`src/rtl/cond_pkg.sv`:
```
// Shared types and the ARM condition-code decode for the execute-stage condition unit.
package cond_pkg;

  typedef enum logic [3:0] {
    EQ = 4'h0, NE = 4'h1, CS = 4'h2, CC = 4'h3,
    MI = 4'h4, PL = 4'h5, VS = 4'h6, VC = 4'h7,
    HI = 4'h8, LS = 4'h9, GE = 4'hA, LT = 4'hB,
    GT = 4'hC, LE = 4'hD, AL = 4'hE, NV = 4'hF
  } cond_e;

  typedef struct packed {
    logic n;
    logic z;
    logic c;
    logic v;
  } flags_t;

  localparam int FLAG_N = 3;
  localparam int FLAG_Z = 2;
  localparam int FLAG_C = 1;
  localparam int FLAG_V = 0;

  localparam int FG_NZ = 1;
  localparam int FG_CV = 0;

  function automatic logic cond_pass(input logic [3:0] cond, input flags_t f);
    logic p;
    p = 1'b0;
    case (cond_e'(cond))
      EQ: p = f.z;
      NE: p = ~f.z;
      CS: p = f.c;
      CC: p = ~f.c;
      MI: p = f.n;
      PL: p = ~f.n;
      VS: p = f.v;
      VC: p = ~f.v;
      HI: p = f.c & ~f.z;
      LS: p = ~f.c | f.z;
      GE: p = (f.n == f.v);
      LT: p = (f.n != f.v);
      GT: p = ~f.z & (f.n == f.v);
      LE: p = f.z | (f.n != f.v);
      AL: p = 1'b1;
      NV: p = 1'b0;
      default: p = 1'b0;
    endcase
    return p;
  endfunction

endpackage

```
`src/rtl/cond_flag_stack.sv`:
```
// LIFO of saved flag words for exception entry/return, with a sticky misuse error.
module cond_flag_stack
  import cond_pkg::*;
#(
  parameter int DEPTH = 4
) (
  input  logic   clk,
  input  logic   rst,
  input  logic   push,
  input  logic   pop,
  input  logic   err_clr,
  input  flags_t din,
  output flags_t top,
  output logic   pop_ok,
  output logic   full,
  output logic   empty,
  output logic   err
);

  localparam int CW = $clog2(DEPTH + 1);
  localparam int PW = (DEPTH > 1) ? $clog2(DEPTH) : 1;

  flags_t          mem [DEPTH];
  logic   [CW-1:0] count;
  logic   [PW-1:0] wr_idx;
  logic   [PW-1:0] rd_idx;
  logic            push_ok;
  logic            new_err;

  assign full    = (count == CW'(DEPTH));
  assign empty   = (count == '0);
  assign wr_idx  = PW'(count);
  assign rd_idx  = PW'(count - CW'(1));
  assign top     = mem[rd_idx];

  // Simultaneous push and pop is treated as misuse: neither takes effect.
  assign push_ok = push & ~pop & ~full;
  assign pop_ok  = pop & ~push & ~empty;
  assign new_err = (push & pop) | (push & ~pop & full) | (pop & ~push & empty);

  always_ff @(posedge clk or negedge rst) begin
    if (!rst) begin
      count <= '0;
      err   <= 1'b0;
      for (int i = 0; i < DEPTH; i++) mem[i] <= '0;
    end else begin
      if (push_ok) begin
        mem[wr_idx] <= din;
        count       <= count + CW'(1);
      end else if (pop_ok) begin
        count       <= count - CW'(1);
      end
      if (new_err)      err <= 1'b1;
      else if (err_clr) err <= 1'b0;
    end
  end

endmodule

```
`src/rtl/cond_unit_pipe.sv`:
```
// Execute-stage condition unit: gates PC/reg/mem writes by the condition field and owns NZCV.
module cond_unit_pipe
  import cond_pkg::*;
#(
  parameter int STACK_DEPTH = 4,
  parameter bit REG_OUT     = 1'b1
) (
  input  logic       clk,
  input  logic       rst,
  input  logic       in_valid,
  input  logic       stall,
  input  logic       flush,
  input  logic [3:0] cond,
  input  logic [3:0] alu_flags,
  input  logic [1:0] flag_w,
  input  logic       pcs,
  input  logic       reg_w,
  input  logic       mem_w,
  input  logic       push_flags,
  input  logic       pop_flags,
  input  logic       err_clr,
  output logic       pc_src,
  output logic       reg_write,
  output logic       mem_write,
  output logic       cond_ex,
  output logic [3:0] flags_o,
  output logic       stack_full,
  output logic       stack_empty,
  output logic       stack_err
);

  flags_t     flags_q;
  flags_t     flags_wr;
  flags_t     flags_d;
  flags_t     stack_top;
  logic       stack_pop_ok;
  logic       en;
  logic [3:0] gated;

  assign en    = in_valid & cond_pass(cond, flags_q) & ~stall & ~flush;
  assign gated = {pcs & en, reg_w & en, mem_w & en, en};

  always_comb begin
    flags_wr = flags_q;
    if (en & flag_w[FG_NZ]) begin
      flags_wr.n = alu_flags[FLAG_N];
      flags_wr.z = alu_flags[FLAG_Z];
    end
    if (en & flag_w[FG_CV]) begin
      flags_wr.c = alu_flags[FLAG_C];
      flags_wr.v = alu_flags[FLAG_V];
    end
  end

  // A successful pop restores both groups and wins over this cycle's ALU write.
  assign flags_d = stack_pop_ok ? stack_top : flags_wr;

  always_ff @(posedge clk or negedge rst) begin
    if (!rst) flags_q <= '0;
    else      flags_q <= flags_d;
  end

  assign flags_o = flags_q;

  cond_flag_stack #(.DEPTH(STACK_DEPTH)) u_stack (
    .clk     (clk),
    .rst     (rst),
    .push    (push_flags),
    .pop     (pop_flags),
    .err_clr (err_clr),
    .din     (flags_wr),
    .top     (stack_top),
    .pop_ok  (stack_pop_ok),
    .full    (stack_full),
    .empty   (stack_empty),
    .err     (stack_err)
  );

  generate
    if (REG_OUT) begin : g_reg
      logic [3:0] out_q;
      // Stall and flush both force en low, so the register loads zeros and never repeats a write.
      always_ff @(posedge clk or negedge rst) begin
        if (!rst) out_q <= '0;
        else      out_q <= gated;
      end
      assign {pc_src, reg_write, mem_write, cond_ex} = out_q;
    end else begin : g_comb
      assign {pc_src, reg_write, mem_write, cond_ex} = gated;
    end
  endgenerate

endmodule

```
`config.mk`:
```
export PLATFORM = sky130hd
export DESIGN_NAME = cond_unit_pipe
export DESIGN_NICKNAME = d
export VERILOG_FILES = /design/src/rtl/cond_pkg.sv /design/src/rtl/cond_flag_stack.sv /design/src/rtl/cond_unit_pipe.sv
export SDC_FILE = /design/constraint.sdc
export NUM_CORES = 1
export LEC_CHECK = 0
export CORE_MARGIN = 1
export CORE_UTILIZATION = 44
export DETAILED_ROUTE_END_ITERATION = 8
export GPL_TIMING_DRIVEN = 0
export PLACE_DENSITY = 0.69
export SLEW_MARGIN = 20
export SYNTH_ARGS = -nofsm -noshare
export SYNTH_HDL_FRONTEND = slang
export SYNTH_SLANG_ARGS = --single-unit
```
`constraint.sdc`:
```
create_clock -name clk -period 2.6 [get_ports clk]
set_input_delay 0.26 -clock clk [delete_from_list [all_inputs] [get_ports clk]]
set_output_delay 0.26 -clock clk [all_outputs]
set_load 0.005 [all_outputs]
```
==> impl_results.md, run 1 <==
- Run status: complete, but fails checks
- Failing checks: hold timing
- Number of diodes: 0
- CP Data Arrival Time: between 2000 and 3000 ps
- Synth area leader: dfrtp_1
- Final Hold Viols: 28
- Layout cells sized above 1: roughly 17%
- CTS Buffer Depth: 2
- Total CTS buffers: 3
- Top-area cell type share of the netlist area: approximately two fifths
- Routability cong.: 0.795
- Top FF cell, synth: dfrtp_1
- Remaining Overflow, GRT: 0
- R2r setup slk: approximately 260 ps
- Power Dens Cells: a little over 900 nW/um^2
- Root buf cell: clkbuf_8
- Met2 usage: about a third
- Met1 Usage GRT: around a quarter
- I/O Buffers: 29
- DR iter-0 viols: approximately 120
- Post-synth EDFFs: 0
- CP endpoint kind: register
- Post-DP HPWL: 2860 um
- Most frequent cells after synthesis: 28 x dfrtp_1, 25 x nor2_1, 21 x a31oi_1
- Tcrit/Tclk final: approximately nine tenths
- Antenna viol nets, final: 0
- Total track usage: a little under a fifth
- Drc violations: 0
- Row count: 22
- Seq cells post-synth: 28
- First-pass GRT wire length: roughly 6200 um
- Distinct cells, synth: 40
- Max_slew headroom: 52.0%
- Clock sink count: 28
- Reg2reg start: u_stack.count[0]
- Yosys Warn Count: 0
- Routed Wire Length: ~3800 um
- Static leakage power: approximately 0.83 nW
- Die Span X: 65.3 um
- Worst-Skew Late Latency: approximately 280 ps
- Vias in the first global route: 1380
- Worst setup margin: about 260 ps
- Worst Setup Path Type: register to register
- Sequential-to-total area share from yosys stat: roughly 40%
- Setup slack at placement: -38.2 ps
- Skew final: ~4.1 ps
- Hold/Removal Path Class: input pin to asynchronous set/reset pin
- RSZ-0062 raised after global routing: false
- Critical path peak fanout: 8
- Most used routing layer: met2
- Hold Slack: -25.6 ps
- Minimum clock period: 2340 ps
- Largest net degree at the start of global routing: 29
- Cts hold-fix bufs: 0
- Setup crit start kind: register
- Fin area: between 2000 and 2500 um^2
- Slew @ Worst Pin: 717 ps
- R2R cell count: 9
- Max Slew Vio Count: 0
- Fmax: roughly 430 MHz
- CTS H-tree depth: 1
- WL/cell: 15.7 um
- CTS tree: done
- Setup-failing EPs final: 0
- Clock transition at path regs: ~90 ps
- Count leader, synth: dfrtp_1
- Area post-placement: roughly 2100 um^2
- Worst setup endpoint: u_stack.mem[4]
- Mapped Cells: ~160
- Syn Area/Cell: 10.8 um^2
- Area growth syn-to-layout: 22.6%
- Crit path from: u_stack.count[0]
- Drt pass-1 iters: 4
- Largest cells by area after synthesis: dfrtp_1 40%, a31oi_1 7.5%, nor2_1 5.3%
- Syn_nets: 190
- I/O pins: 32
- Post-CTS Setup Bufs: 0
- Met3 usage: 3.30%
- Vias per cell: between 5 and 6
- Initial antenna violation count: 0
- Die area: between 4000 and 5000 um^2
- Ys async rst share: 100%
- Max cap viols: 0
- Critical path required time: 2800 ps
- Max IR drop VDD: about 0.00054 V
- Core area: around 3700 um^2
- Die span in y: 65.3 um
- Total number of vias: between 1000 and 1500
- Fin nets: about 220
- Post-synthesis cell area: 1760 um^2
- Effective utilization at floorplan: 47.0%
- R2r endpoint: u_stack.mem[4]
==> what timing repair did <==
action,CTS,global route
gates cloned,0,0
endpoints found under the setup margin,14,16
resized for setup,0,1
pin swaps,0,0
==> metal layers <==
metal / vias to the layer above / share of wire, %
met5: - / 0
met4: 0 / 1.7
met3: 9 / 5.4
met2: 39 / 48
met1: 693 / 45
li1: 678 / -
==> area by class of cell <==
class                           instances  area (um^2)
Multi-Input combinational cell        120          987
Clock buffer                            4         55.1
Timing Repair Buffer                   29          285
Fill cell                             328         1590
Tap cell                               48         60.1
Sequential cell                        28          702
Buffer                                  8         46.3
Inverter                                6         22.5
==> cell usage in the layout (no fill, tap or decap), drive strengths merged <==
cell type,count
inv,6
a21o,3
o2111ai,4
a221oi,1
nor3,1
ha,6
nand3b,1
o22ai,1
a2bb2oi,4
a311oi,1
xnor2,4
nor3b,5
o211ai,3
buf,8
and2,4
clkbuf,5
o211a,1
and3b,1
nand2,4
o221ai,4
nor2b,2
nor2,25
a21oi,7
clkdlybuf4s50,28
a22oi,1
mux4,4
a31oi,21
a221o,1
or4,1
nand3,1
o21ai,3
dfrtp,28
nand2b,2
mux2i,2
a211o,1
a21boi,1
==> logic make-up after synthesis <==
logic type,count (synthesis),synth area share (%)
AND/OR/NAND/NOR,47,13.6
XOR/XNOR,4,1.99
buffers and inverters,15,4.12
adder cells (fa/ha/maj),6,4.26
multiplexers,6,6.25
flip-flops,28,39.8
AO/OA/AOI/OAI,57,30.0
==> how the worst min path moves through the flow <==
stage                 from          endpoint  depth (start not counted)
3_5_place_dp           rst  u_stack.count[1]                          1
6_report               rst  u_stack.count[1]                          1
4_1_cts                rst  u_stack.count[1]                          1
5_1_grt                rst  u_stack.count[1]                          1
2_1_floorplan          rst        flags_o[0]                          0
3_3_place_gp   u_stack.err       u_stack.err                          2
==> critical path, cell delays in order, from the launching register on <==
cell      delay, ps
dfrtp_2         510
inv_1           110
ha_1            250
ha_1            220
nand2b_1        180
nor2_1          260
and2_1          190
buf_1           310
nor2_1           80
a31oi_1         150
==> power breakdown <==
part / leakage (nW) / switching, W / total [W] / internal, W
combinational: 0.481 / 0.000451 / 0.000950 / 0.000499
sequential: 0.324 / 0.000170 / 0.000793 / 0.000623
clock: 0.0288 / 0.000133 / 0.000269 / 0.000136
total: 0.834 / 0.000755 / 0.00201 / 0.00126
==> per-stage QoR <==
stage	util (%)	setup TNS, ps	std cells	total power, W
5_1_grt	57.7	0	243	0.00215
3_5_place_dp	56.3	-148	240	0.00175
4_1_cts	57.6	0	243	0.00201
6_report	57.7	0	243	0.00201
2_1_floorplan	-	0	163	0.00143
3_3_place_gp	56.4	0	240	0.00169
==> sequential cells by signal, summed over array words and instances, names as in the netlist <==
register,count
g_reg.out_q,4
flags_o,4
u_stack.count,3
u_stack.mem,16
u_stack.err,1
(Power assumes the default switching activity.)
==> run 2: changes to the inputs <==
--- a/config.mk
+++ b/config.mk
@@ -7,6 +7,7 @@
 export LEC_CHECK = 0
 export CORE_MARGIN = 1
 export CORE_UTILIZATION = 44
+export CTS_BUF_LIST = sky130_fd_sc_hd__clkbuf_8
 export DETAILED_ROUTE_END_ITERATION = 8
 export GPL_TIMING_DRIVEN = 0
 export PLACE_DENSITY = 0.69
==> constraint.sdc (replaced) <==
create_clock -name clk -period 2.15 [get_ports clk]
set_input_delay 0.215 -clock clk [delete_from_list [all_inputs] [get_ports clk]]
set_output_delay 0.215 -clock clk [all_outputs]
set_load 0.005 [all_outputs]
==> run 2 against run 1 <==
The flow now finishes without violations. First-iteration DRC count down 23%. Worst setup slack got worse by 160 ps. Final area increased by 3.5%. Power increased by 30%. Highest routed layer unchanged. Global-route usage rose by 1.0 points.
==> impl_results.md, run 2 (synthesis results as in run 1) <==
- Part of the power in registers: 35.2% (-4.2 points)
- Row count: 22 (unchanged)
- CTS tree: done
- Fin area: 2230 um^2 (+3.5%)
- Drt pass-1 iters: 4 (unchanged)
- Net Sw Frac: 36.3% (-1.2 points)
- Total track usage: 20.1% (+1.0 points)
- Clock share of power: 16.0% (+2.7 points)
- I/O pins: 32 (unchanged)
- Drc violations: 0 (unchanged)
- DR iter-0 viols: 89 (-23%)
- Remaining Overflow, GRT: 0 (unchanged)
- Worst Setup Path Type: register to register
- Most common cell after layout, fill and taps aside: dfrtp_1
- Hold/Removal Path Class: input pin to register
- Post-DP HPWL: 2880 um (+0.58%)
- HP Start: pop_flags
- Fin nets: 222 (-0.45%)
- Antenna viol nets, final: 0 (unchanged)
- Core area: 3740 um^2 (unchanged)
- Die Span X: 65.3 um (unchanged)
- Area post-placement: 2110 um^2 (about the same)
- Effective utilization at floorplan: 47.0% (unchanged)
- CP cell instances: xnor2_2, mux2i_2, a21oi_1, a2bb2oi_2, a31oi_1
- Overall Power: 0.00262 W (+30%)
- Worst-Skew Late Latency: 270 ps (about the same)
- Root buf cell: clkbuf_8
- Clock sink count: 28 (unchanged)
- Area growth syn-to-layout: 26.9%
- Die span in y: 65.3 um (unchanged)
- Minimum clock period: 2050 ps (-286 ps)
- Fmax: 488 MHz (+14%)
- First-pass GRT wire length: 6550 um (+5.4%)
- CP Data Arrival Time: 2190 ps (-350 ps)
- I/O Buffers: 29 (unchanged)
- Total CTS buffers: 3 (unchanged)
- Combinational group share of total power: 48.8% (+1.6 points)
- Switch Pwr: 0.000950 W (+26%)
- Routability cong.: 0.789 (-0.77%)
- Tcrit/Tclk final: 95.3% (+5.5 points)
- Layout cells sized above 1: 22.7% (+5.8 points)
- Skew final: 2.04 ps (-2.05 ps)
- RSZ-0062 raised after global routing: false
- Largest net degree at the start of global routing: 29 (unchanged)
- Number of diodes: 0 (unchanged)
- R2r endpoint: u_stack.mem[0]
- Max_slew headroom: 51.8% (-0.19 points)
- CP max stage delay: 480 ps (-30 ps)
- Most frequent cells in the layout: 28 x dfrtp_1, 27 x clkdlybuf4s50_1, 24 x nor2_1, 21 x a31oi_1, 7 x a21oi_1
- Final TNS setup: 0 ps (unchanged)
- Critical path required time: 2290 ps (-510 ps)
- FILL cells: 334 (+1.8%)
- Max Slew Vio Count: 0 (unchanged)
- R2R cell count: 5 (-4)
- Static leakage power: 0.871 nW (+4.4%)
- Largest Register: u_stack.mem
- CTS Buffer Depth: 2 (unchanged)
- CTS H-tree depth: 1 (unchanged)
- Die area: 4260 um^2 (unchanged)
- Critical path peak fanout: 7 (-1)
- Final Hold Viols: 0 (-100%)
- R2r setup slk: 100 ps (-160 ps)
- CP endpoint kind: register
- Routed Wire Length: 3960 um (+3.9%)
- Clock transition at path regs: 100 ps (about the same)
- Setup crit start kind: register
- Setup-failing EPs final: 0 (unchanged)
- Run status: finished clean
- Max FFs per register: 16 (unchanged)
- Reg2reg start: flags_o[3]
- WL/cell: 16.4 um (+4.4%)
- Critical path's slowest cell: mux2i_2
- Max IR drop VDD: 0.000828 V (+54%)
- Total number of vias: 1419 (unchanged)
- Vias per cell: 5.86 (+0.41%)
- Sink of the worst hold path: u_stack.err
- Slew @ Worst Pin: 720 ps (+2.78 ps)
- Vias in the first global route: 1393 (+0.94%)
- Hold Path Depth: 3
- Internal: 0.00167 W (+33%)
- Initial antenna violation count: 0 (unchanged)
- Max cap viols: 0 (unchanged)
- Power Dens Cells: 1170 nW/um^2 (+26%)
run 2: worst max-delay path: cells and delay by family, from the launching register on:
family	cells	cell delay, ps
compound gates	3	610
xor+xnor	1	360
flops	1	470
mux	1	480
run 2: metal layers:
metal	up-vias	track usage (%)	routed length (um)
met5	-	0	0
met4	0	6.25	40
met3	4	2.78	188
met2	33	34.7	1950
met1	696	25.9	1780
li1	686	-	-
run 2: worst max path at each step:
stage                                 from               to  slack, ps  cells past startpoint
after floorplan           u_stack.count[0]   u_stack.mem[0]        100                     10
after global placement             cond[2]       flags_o[2]       -180                      7
after detailed placement  u_stack.count[0]  u_stack.mem[12]       -280                     10
after CTS                 u_stack.count[0]      stack_empty         20                      5
after global routing            flags_o[3]   u_stack.mem[0]         10                      5
final                           flags_o[3]   u_stack.mem[0]        100                      5
run 2: metrics by stage:
step | hold slack, ps | utilization (%) | setup slack (ps) | instances
after floorplan | -80.6 | - | 99.5 | 163
after detailed placement | 269 | 56.3 | -281 | 240
after global routing | 447 | 59.7 | 10.8 | 242
final | 398 | 59.7 | 100 | 242
after global placement | 517 | 56.4 | -181 | 240
after CTS | 353 | 58.4 | 23.3 | 241
run 2: layout make-up:
| type | count | area (um^2) | area share (%) |
|---|---|---|---|
| buffer | 5 | 38.8 | 1.74 |
| clock buffer | 3 | 41.3 | 1.85 |
| clock inverter | 1 | 30.0 | 1.34 |
| inverter | 6 | 22.5 | 1.01 |
| multi-input combinational | 120 | 1040 | 46.4 |
| sequential | 28 | 701 | 31.4 |
| tap | 48 | 60.1 | 2.69 |
| timing repair buffer | 31 | 305 | 13.7 |
run 2: timing repair:
action / 4_1_cts / 5_1_grt
pin swaps: 0 / 2
gates cloned: 0 / 0
gates resized for setup: 7 / 13
hold buffers: 1 / 0
buffers inserted: 0 / 1
endpoints found under the setup margin: 20 / 27
endpoints found under the hold margin: 28 / 0
run 2: power by group through the flow:
stage	sequential, W	clock [W]	combinational [W]
floorplan	0.000889	0	0.000839
global placement	0.000911	0	0.00114
detailed placement	0.000934	0	0.00118
CTS	0.000922	0.000417	0.00120
global route	0.000952	0.000435	0.00141
finish	0.000922	0.000417	0.00128
